`src/rtl/uart_rx_if.sv`:
```
// uart_rx_if -- serial line and received-byte bundle for uart_rx.
//   rx        : asynchronous serial line, idle high (driven by the sender)
//   po_data   : last correctly received byte
//   po_flag   : one-cycle pulse, po_data valid in the same cycle
//   frame_err : one-cycle pulse when a stop bit samples 0
// Modports:
//   master : the receiver (consumes rx, produces the byte outputs)
//   slave  : the sender/consumer side (drives rx, observes the byte outputs)
interface uart_rx_if;
    logic       rx;
    logic [7:0] po_data;
    logic       po_flag;
    logic       frame_err;

    modport master (
        input  rx,
        output po_data,
        output po_flag,
        output frame_err
    );

    modport slave (
        output rx,
        input  po_data,
        input  po_flag,
        input  frame_err
    );
endinterface

```
`src/rtl/uart_rx.sv`:
```
// uart_rx -- 8N1 RS232 receiver, mid-bit sampling.
//   sys_clk   : system clock (CLK_FREQ Hz)
//   sys_rst_n : synchronous active-low reset
//   rx_bus    : uart_rx_if.master (rx in; po_data, po_flag, frame_err out)
// Parameters: UART_BPS (baud rate), CLK_FREQ (sys_clk frequency in Hz).
module uart_rx #(
    parameter int unsigned UART_BPS = 'd9600,
    parameter int unsigned CLK_FREQ = 'd50_000_000
) (
    input  logic      sys_clk,
    input  logic      sys_rst_n,
    uart_rx_if.master rx_bus
);

    localparam int unsigned BAUD_CNT_MAX = CLK_FREQ / UART_BPS;
    localparam int unsigned HALF         = BAUD_CNT_MAX / 2;
    localparam int unsigned CNT_W        = $clog2(BAUD_CNT_MAX);

    typedef enum logic [2:0] {
        IDLE,
        START,
        DATA,
        STOP,
        BREAK
    } state_t;

    state_t           state;
    state_t           state_next;

    logic             rx_d1;
    logic             rx_d2;
    logic             rx_d3;
    logic [CNT_W-1:0] baud_cnt;
    logic [2:0]       bit_cnt;
    logic [7:0]       shift;
    logic [7:0]       po_data;
    logic             po_flag;
    logic             frame_err;

    logic             start_det;
    logic             sample;
    logic             load_out;
    logic             err_out;

    assign start_det = (rx_d2 == 1'b0) && (rx_d3 == 1'b1);
    assign sample    = (baud_cnt == CNT_W'(HALF));

    // Synchronizer flops reset high so a reset release never looks like an edge.
    always_ff @(posedge sys_clk) begin
        if (!sys_rst_n) begin
            rx_d1 <= 1'b1;
            rx_d2 <= 1'b1;
            rx_d3 <= 1'b1;
        end else begin
            rx_d1 <= rx_bus.rx;
            rx_d2 <= rx_d1;
            rx_d3 <= rx_d2;
        end
    end

    always_ff @(posedge sys_clk) begin
        if (!sys_rst_n) begin
            state <= IDLE;
        end else begin
            state <= state_next;
        end
    end

    always_comb begin
        state_next = state;
        load_out   = 1'b0;
        err_out    = 1'b0;
        case (state)
            IDLE: begin
                if (start_det) begin
                    state_next = START;
                end
            end
            START: begin
                if (sample) begin
                    state_next = rx_d2 ? IDLE : DATA;
                end
            end
            DATA: begin
                if (sample && (bit_cnt == 3'd7)) begin
                    state_next = STOP;
                end
            end
            STOP: begin
                // Leaving at mid-stop so a back-to-back start edge is caught.
                if (sample) begin
                    if (rx_d2) begin
                        load_out   = 1'b1;
                        state_next = IDLE;
                    end else begin
                        err_out    = 1'b1;
                        state_next = BREAK;
                    end
                end
            end
            BREAK: begin
                if (rx_d2) begin
                    state_next = IDLE;
                end
            end
            default: state_next = IDLE;
        endcase
    end

    always_ff @(posedge sys_clk) begin
        if (!sys_rst_n) begin
            baud_cnt  <= '0;
            bit_cnt   <= '0;
            shift     <= '0;
            po_data   <= '0;
            po_flag   <= 1'b0;
            frame_err <= 1'b0;
        end else begin
            // Zeroed on the way into IDLE/BREAK too, so IDLE always sees 0.
            if ((state == IDLE) || (state_next == IDLE) || (state_next == BREAK)) begin
                baud_cnt <= '0;
            end else if (baud_cnt == CNT_W'(BAUD_CNT_MAX - 1)) begin
                baud_cnt <= '0;
            end else begin
                baud_cnt <= baud_cnt + CNT_W'(1);
            end

            if ((state == START) && sample) begin
                bit_cnt <= '0;
            end else if ((state == DATA) && sample) begin
                bit_cnt <= bit_cnt + 3'd1;
            end

            // Right shift: first (LSB) bit ends up in shift[0] after 8 samples.
            if ((state == DATA) && sample) begin
                shift <= {rx_d2, shift[7:1]};
            end

            po_flag   <= load_out;
            frame_err <= err_out;
            if (load_out) begin
                po_data <= shift;
            end
        end
    end

    assign rx_bus.po_data   = po_data;
    assign rx_bus.po_flag   = po_flag;
    assign rx_bus.frame_err = frame_err;

endmodule

```
`src/flat_wrapper.sv`:
```
// flat-port wrapper written by rule: the top's interface ports become plain ports
module uart_rx_flat 
#(
    parameter int unsigned UART_BPS = 'd9600,
    parameter int unsigned CLK_FREQ = 'd50_000_000
)
  (sys_clk, sys_rst_n, rx_bus_rx, rx_bus_po_data, rx_bus_po_flag, rx_bus_frame_err);
  uart_rx_if rx_bus_i ();
  input  logic sys_clk;
  input  logic sys_rst_n;
  input wire logic [$bits(rx_bus_i.rx)-1:0] rx_bus_rx;
  output wire logic [$bits(rx_bus_i.po_data)-1:0] rx_bus_po_data;
  output wire logic [$bits(rx_bus_i.po_flag)-1:0] rx_bus_po_flag;
  output wire logic [$bits(rx_bus_i.frame_err)-1:0] rx_bus_frame_err;
  assign rx_bus_i.rx = rx_bus_rx;
  assign rx_bus_po_data = rx_bus_i.po_data;
  assign rx_bus_po_flag = rx_bus_i.po_flag;
  assign rx_bus_frame_err = rx_bus_i.frame_err;
  uart_rx #(.UART_BPS(UART_BPS), .CLK_FREQ(CLK_FREQ)) u_core (.sys_clk(sys_clk), .sys_rst_n(sys_rst_n), .rx_bus(rx_bus_i));
endmodule
```
`config.mk`:
```
export PLATFORM = sky130hd
export DESIGN_NAME = uart_rx_flat
export DESIGN_NICKNAME = d
export VERILOG_FILES = /design/src/rtl/uart_rx_if.sv /design/src/rtl/uart_rx.sv /design/src/flat_wrapper.sv
export SDC_FILE = /design/constraint.sdc
export NUM_CORES = 1
export LEC_CHECK = 0
export BUFFER_PORTS_ARGS = -buffer_cell sky130_fd_sc_hd__buf_2
export CORE_MARGIN = 2
export CORE_UTILIZATION = 40
export DETAILED_ROUTE_END_ITERATION = 8
export GPL_ROUTABILITY_DRIVEN = 1
export PLACE_DENSITY = 0.62
export SYNTH_ARGS = -nofsm -noshare
export SYNTH_HDL_FRONTEND = slang
export SYNTH_SLANG_ARGS = --single-unit
```
`constraint.sdc`:
```
create_clock -name sys_clk -period 1.7 [get_ports sys_clk]
set_input_delay 0.17 -clock sys_clk [delete_from_list [all_inputs] [get_ports sys_clk]]
set_output_delay 0.17 -clock sys_clk [all_outputs]
set_load 0.02 [all_outputs]
```
Word level (Yosys, flattened, before mapping)
Cells that the tools add are included.
Storage, ports and cells
  output and inout port bits: 10
  register bits after elaboration: 40
  word-level logic and storage cells: 45
  bits of input ports: 3
Operators by class
  bitwise gates (word level): 2
  add/sub/neg operators: 2
  reduce and logical (&&, ||, !) cells: 11
  equality and inequality tests: 8
  muxes and demuxes: 12
Operators by type and width (count)
  3-bit 2-to-1 mux: 6
  3-bit one-hot mux with 5 select lines: 1
  13-bit by 1-bit adder with 13-bit output (second input constant): 1
  13-bit by 12-bit equality test with 1-bit output (second input constant): 1
  13-bit equality test (second input constant): 1
  3-bit equality test (second input constant): 3
  3-bit by 2-bit equality test with 1-bit output (second input constant): 2
  3-bit zero test: 2
  1-bit logical AND: 4
  1-bit 2-to-1 mux: 4
  3-bit by 1-bit adder with 3-bit output (second input constant): 1
  3-bit by 1-bit equality test with 1-bit output (second input constant): 1
  3-bit AND reduction: 1
  3-bit OR reduction: 1
  1-bit logical OR: 2
  2-bit 2-to-1 mux: 1
  1-bit NOT: 2
  2-bit OR reduction: 1

Longest topological paths before layout
  depth in word-level cells: 8
  depth in mapped cells: 7

Worst setup path after synthesis
OpenSTA, ideal clock, no wires.
  path type: flip-flop to flip-flop
  start: register u_core.baud_cnt[0]
  end: register u_core.baud_cnt[0]
  setup slack: 172 ps
  cell stages (with the launch flop): 7
  buffers on the path: 1
  library setup time: 121 ps
  data required time: 1579 ps
  arrival: 1407 ps
  path through: dfxtp_1 -> ha_1 -> nand3_2 -> nor4b_1 -> a311o_2 -> buf_4 -> nor3_1
On the way
  longest elaborated chain between the ends: 8
  elaborated cells between the ends (all ways): 13
RTL lines
  start, declared: line uart_rx.sv:33  | logic [CNT_W-1:0] baud_cnt;
  start signal, assigned: line uart_rx.sv:125  | baud_cnt <= baud_cnt + CNT_W'(1);
  13-bit by 12-bit equality test with 1-bit output: line uart_rx.sv:46  | assign sample = (baud_cnt == CNT_W'(HALF));
  1-bit logical AND: line uart_rx.sv:85  | if (sample && (bit_cnt == 3'd7)) begin
  3-bit 2-to-1 mux: line uart_rx.sv:85
  3-bit one-hot mux with 5 select lines: line uart_rx.sv:73  | case (state)
  3-bit zero test: line uart_rx.sv:120  | if ((state == IDLE) || (state_next == IDLE) || (state_next == BREAK)) begin
  1-bit logical OR (2 in series): line uart_rx.sv:120
  3-bit OR reduction (no source line)
Several ways; a longest one is shown, not always the timed one.
A chain may end at the register's enable or synchronous reset.

Worst setup path in the final report
  start: register u_core.baud_cnt[1]
  end: register u_core.baud_cnt[0]
On the way
  longest elaborated chain between the ends: 8
  elaborated cells between the ends (all ways): 12
RTL lines (line)
  13-bit by 12-bit equality test with 1-bit output: uart_rx.sv:46
  1-bit logical AND: uart_rx.sv:85
  3-bit 2-to-1 mux: uart_rx.sv:85
  3-bit one-hot mux with 5 select lines: uart_rx.sv:73
  3-bit zero test: uart_rx.sv:120
  1-bit logical OR (2 in series): uart_rx.sv:120
  3-bit OR reduction (no source line) (*)
Every way passes the cells marked *; elsewhere a longest branch is shown, timed or not.

==> results by group <==
Yosys
  • Mapped Avg Cell Area: between 9 and 10 sq um
  • Syn Inst Count: 173
  • Synth warn: 0
  • Sequential share of the synthesized area: about 47%
  • Seq cells post-synth: 40
  • Synth Cell Area: 0.00172 sq mm
  • Syn nets: 180
  • Synth cell types: 38

Placed design
  • IO buf count: 12
  • Final HPWL DP: roughly 2.3 mm
  • Placer Congestion: 0.768

Final layout
  • Share of cells above drive strength 1: 21.6%
  • Core Util, Final: between 50% and 60%
  • ANT cells: 0
  • Synthesis-to-finish area growth: 18.7%
  • Final #Nets: 205

Detailed routing
  • Total routed wirelength: roughly 3.3 mm
  • Vias per Instance: roughly 5.1
  • Wire per inst: 13.1 um
  • 1st-pass router iterations: 4
  • First DRT Iteration DRCs: between 60 and 70
  • Routed Antenna Nets: 0
  • Vias: around 1300
  • DR DRC count: 0

STA
  • Max Slew Vio Count: 0
  • # setup viols final: 0
  • Fmax: a little over 0.6 GHz
  • Fin. Hold Viols: 0
  • Tmin final: roughly 1.6 ns
  • Max-slew headroom: between 70 and 80%
  • Setup_tns: 0 ns
  • Final period util: between 90% and 100%
  • Setup Skew: between 0.005 and 0.006 ns
  • Worst-margin pin slew: roughly 0.43 ns

Hold path
  • WHS Endpoint: u_core.rx_d1
  • Hold path cells: 2
  • Startpoint of the tightest hold check path: rx_bus_rx
  • Worst min path class: in2reg

Setup path
  • R2R Setup Slk: approximately 0.086 ns
  • Type of the worst setup path: reg2reg
  • Worst reg-to-reg path cell count: 6
  • R2r endpoint: u_core.baud_cnt[0]
  • Worst setup EP type: register
  • Worst-path fanout max: 8
  • Worst Path Arrival: 1.81 ns
  • Critical path startpoint category: register
  • RR Startpoint: u_core.baud_cnt[1]
  • Worst path required time: between 1.5 and 2 ns

Global routing
  • Initial antenna violation count: 0
  • Largest net degree at the start of global routing: 18
  • Grt total ovfl: 0
  • Total GRT Usage: 14.6%
  • First-pass GRT wire length: approximately 5.5 mm
  • Vias in the first global route: 1201

Power and ir drop
  • Pwr/cell area: roughly 850 mW/mm^2
  • Total power: around 1.7 mW
  • Peak VDD IR: between 0.4 and 0.5 mV
  • Pleak: 0.805 nW

CTS
  • TritonCTS buffer count: 5
  • Root Buffer: clkbuf_8
  • CTS max path bufs: 2
  • Clk Latency, worst-skew pair: between 0.2 and 0.3 ns
  • Clock-pin slew on the worst setup and hold paths: approximately 0.070 ns
  • CTS sink count: 40
  • CTS tree: built
  • H-tree lvl count: 2

Outcome
  • Status: completed

Floorplan
  • IO Pins: 13
  • Die area: 0.00483 sq mm
  • Die width: around 70 um
  • DIE HEIGHT: just under 70 um
  • Core Area: a little over 0.004 sq mm
  • Rows: 23
  • Initial core utilization: 42.3%

Job
  • Max-Cap Viols: 0
## worst max path at each step
stage / start / to / slack (ns)
floorplan: u_core.baud_cnt[0] / u_core.baud_cnt[0] / 0.17
CTS: u_core.baud_cnt[0] / u_core.baud_cnt[11] / 0.04
global route: u_core.baud_cnt[0] / u_core.baud_cnt[0] / -0.03
detailed placement: u_core.baud_cnt[0] / u_core.baud_cnt[11] / 0.05
finish: u_core.baud_cnt[1] / u_core.baud_cnt[0] / 0.09
global placement: u_core.baud_cnt[0] / u_core.baud_cnt[2] / 0.11
## cells in the final DEF (no fill, tap or decap), types with 2 or more instances in the layout
master    count
nand2_1       4
a21oi_1       2
buf_4         9
xnor2_1       9
nor3b_1       2
nand2b_1      4
mux2i_1      18
nor3_1       11
buf_12        2
a311o_2       2
nor2_1       31
dfxtp_1      39
xor2_1        3
buf_2        12
inv_1         6
nand3_1       8
and4b_1       2
clkbuf_8      5
nand4_1       3
ha_1          4
## repair_timing
| item | 4_1_cts | 5_1_grt |
|---|---|---|
| endpoints found under the setup margin | 0 | 16 |
| setup buffers | 0 | 1 |
| hold buffers | 0 | 0 |
| gates resized for setup | 0 | 4 |
| hold endpoints to repair | 0 | 0 |
## power breakdown
group / total [mW] / internal, mW / switching, mW
clock network: 0.746 / 0.435 / 0.310
registers: 0.945 / 0.941 / 0.00422
logic: 0.0383 / 0.0125 / 0.0258
total: 1.73 / 1.39 / 0.340
## logic make-up (layout without fill, tap and decap cells)
kind of cell	count (synthesis)	in the layout	share of synthesized area, %
AOI/OAI and AO/OA	9	10	5.03
xor gates and xnor gates	12	12	6.12
adders and majority gates	4	4	2.92
buffers and inverters	13	38	3.86
DFF	40	40	46.6
muxes	18	18	10.5
and+or+nand+nor	77	77	24.9
## metrics by stage
stage	setup WS, ns	area, sq um	cells	hold WS [ns]
final	0.0864	2040	249	0.0540
after CTS	0.0386	2010	247	0.0435
after floorplan	0.172	1720	173	0.243
after global placement	0.110	1900	239	0.350
after global routing	-0.0295	2040	249	0.0493
after detailed placement	0.0487	1900	239	0.354
## critical path, cell delays in order (launching register included)
cell	delay [ns]
dfxtp_1	0.38
inv_1	0.06
ha_1	0.17
and4b_1	0.25
and3_4	0.22
o211a_4	0.27
nor3_1	0.18
## flip-flops by register name (all words and copies together) (netlist names)
register,count
u_core.rx_bus.po_flag,1
u_core.shift,8
u_core.rx_d2,1
u_core.rx_d3,1
u_core.baud_cnt,13
u_core.bit_cnt,3
u_core.state,3
u_core.rx_d1,1
u_core.rx_bus.frame_err,1
u_core.rx_bus.po_data,8
## per-layer routing
layer	part of all wire (%)	global-route usage, %	wire [um]	vias to the layer above
met5	0	0	0	-
met4	2.0	7.19	64	0
met3	4.3	5.38	141	7
met2	47	23.3	1530	25
met1	47	17.1	1530	598
li1	-	-	-	651
## layout make-up
| type | instances | area [sq um] |
|---|---|---|
| timing repair buffer | 23 | 168 |
| clock inverter | 2 | 35.0 |
| fill | 386 | 2020 |
| multi-input combinational | 121 | 872 |
| clock buffer | 6 | 72.6 |
| sequential | 40 | 802 |
| inverter | 7 | 26.3 |
| tap | 50 | 62.6 |
## cells in the mapped netlist (all sizes together)
master | number | share of area [%]
a211oi | 1 | 0.73
a21oi | 2 | 0.58
a311o | 1 | 0.66
a32oi | 1 | 0.51
and3 | 2 | 1.1
and4 | 1 | 0.51
and4b | 2 | 1.2
and4bb | 1 | 0.73
buf | 5 | 2.1
clkbuf | 1 | 0.22
clkinv | 1 | 0.22
dfxtp | 40 | 47
ha | 4 | 2.9
inv | 6 | 1.3
mux2i | 18 | 10
nand2 | 4 | 0.87
nand2b | 4 | 1.5
nand3 | 9 | 2.9
nand4 | 4 | 1.8
nor2 | 31 | 6.8
nor2b | 1 | 0.36
nor3 | 12 | 3.5
nor3b | 2 | 0.87
nor4 | 1 | 0.36
nor4b | 2 | 1.9
nor4bb | 1 | 0.58
o211a | 1 | 1.0
o21ai | 2 | 0.58
o41ai | 1 | 0.95
xnor2 | 9 | 4.6
xor2 | 3 | 1.5
(Power assumes the default switching activity.)
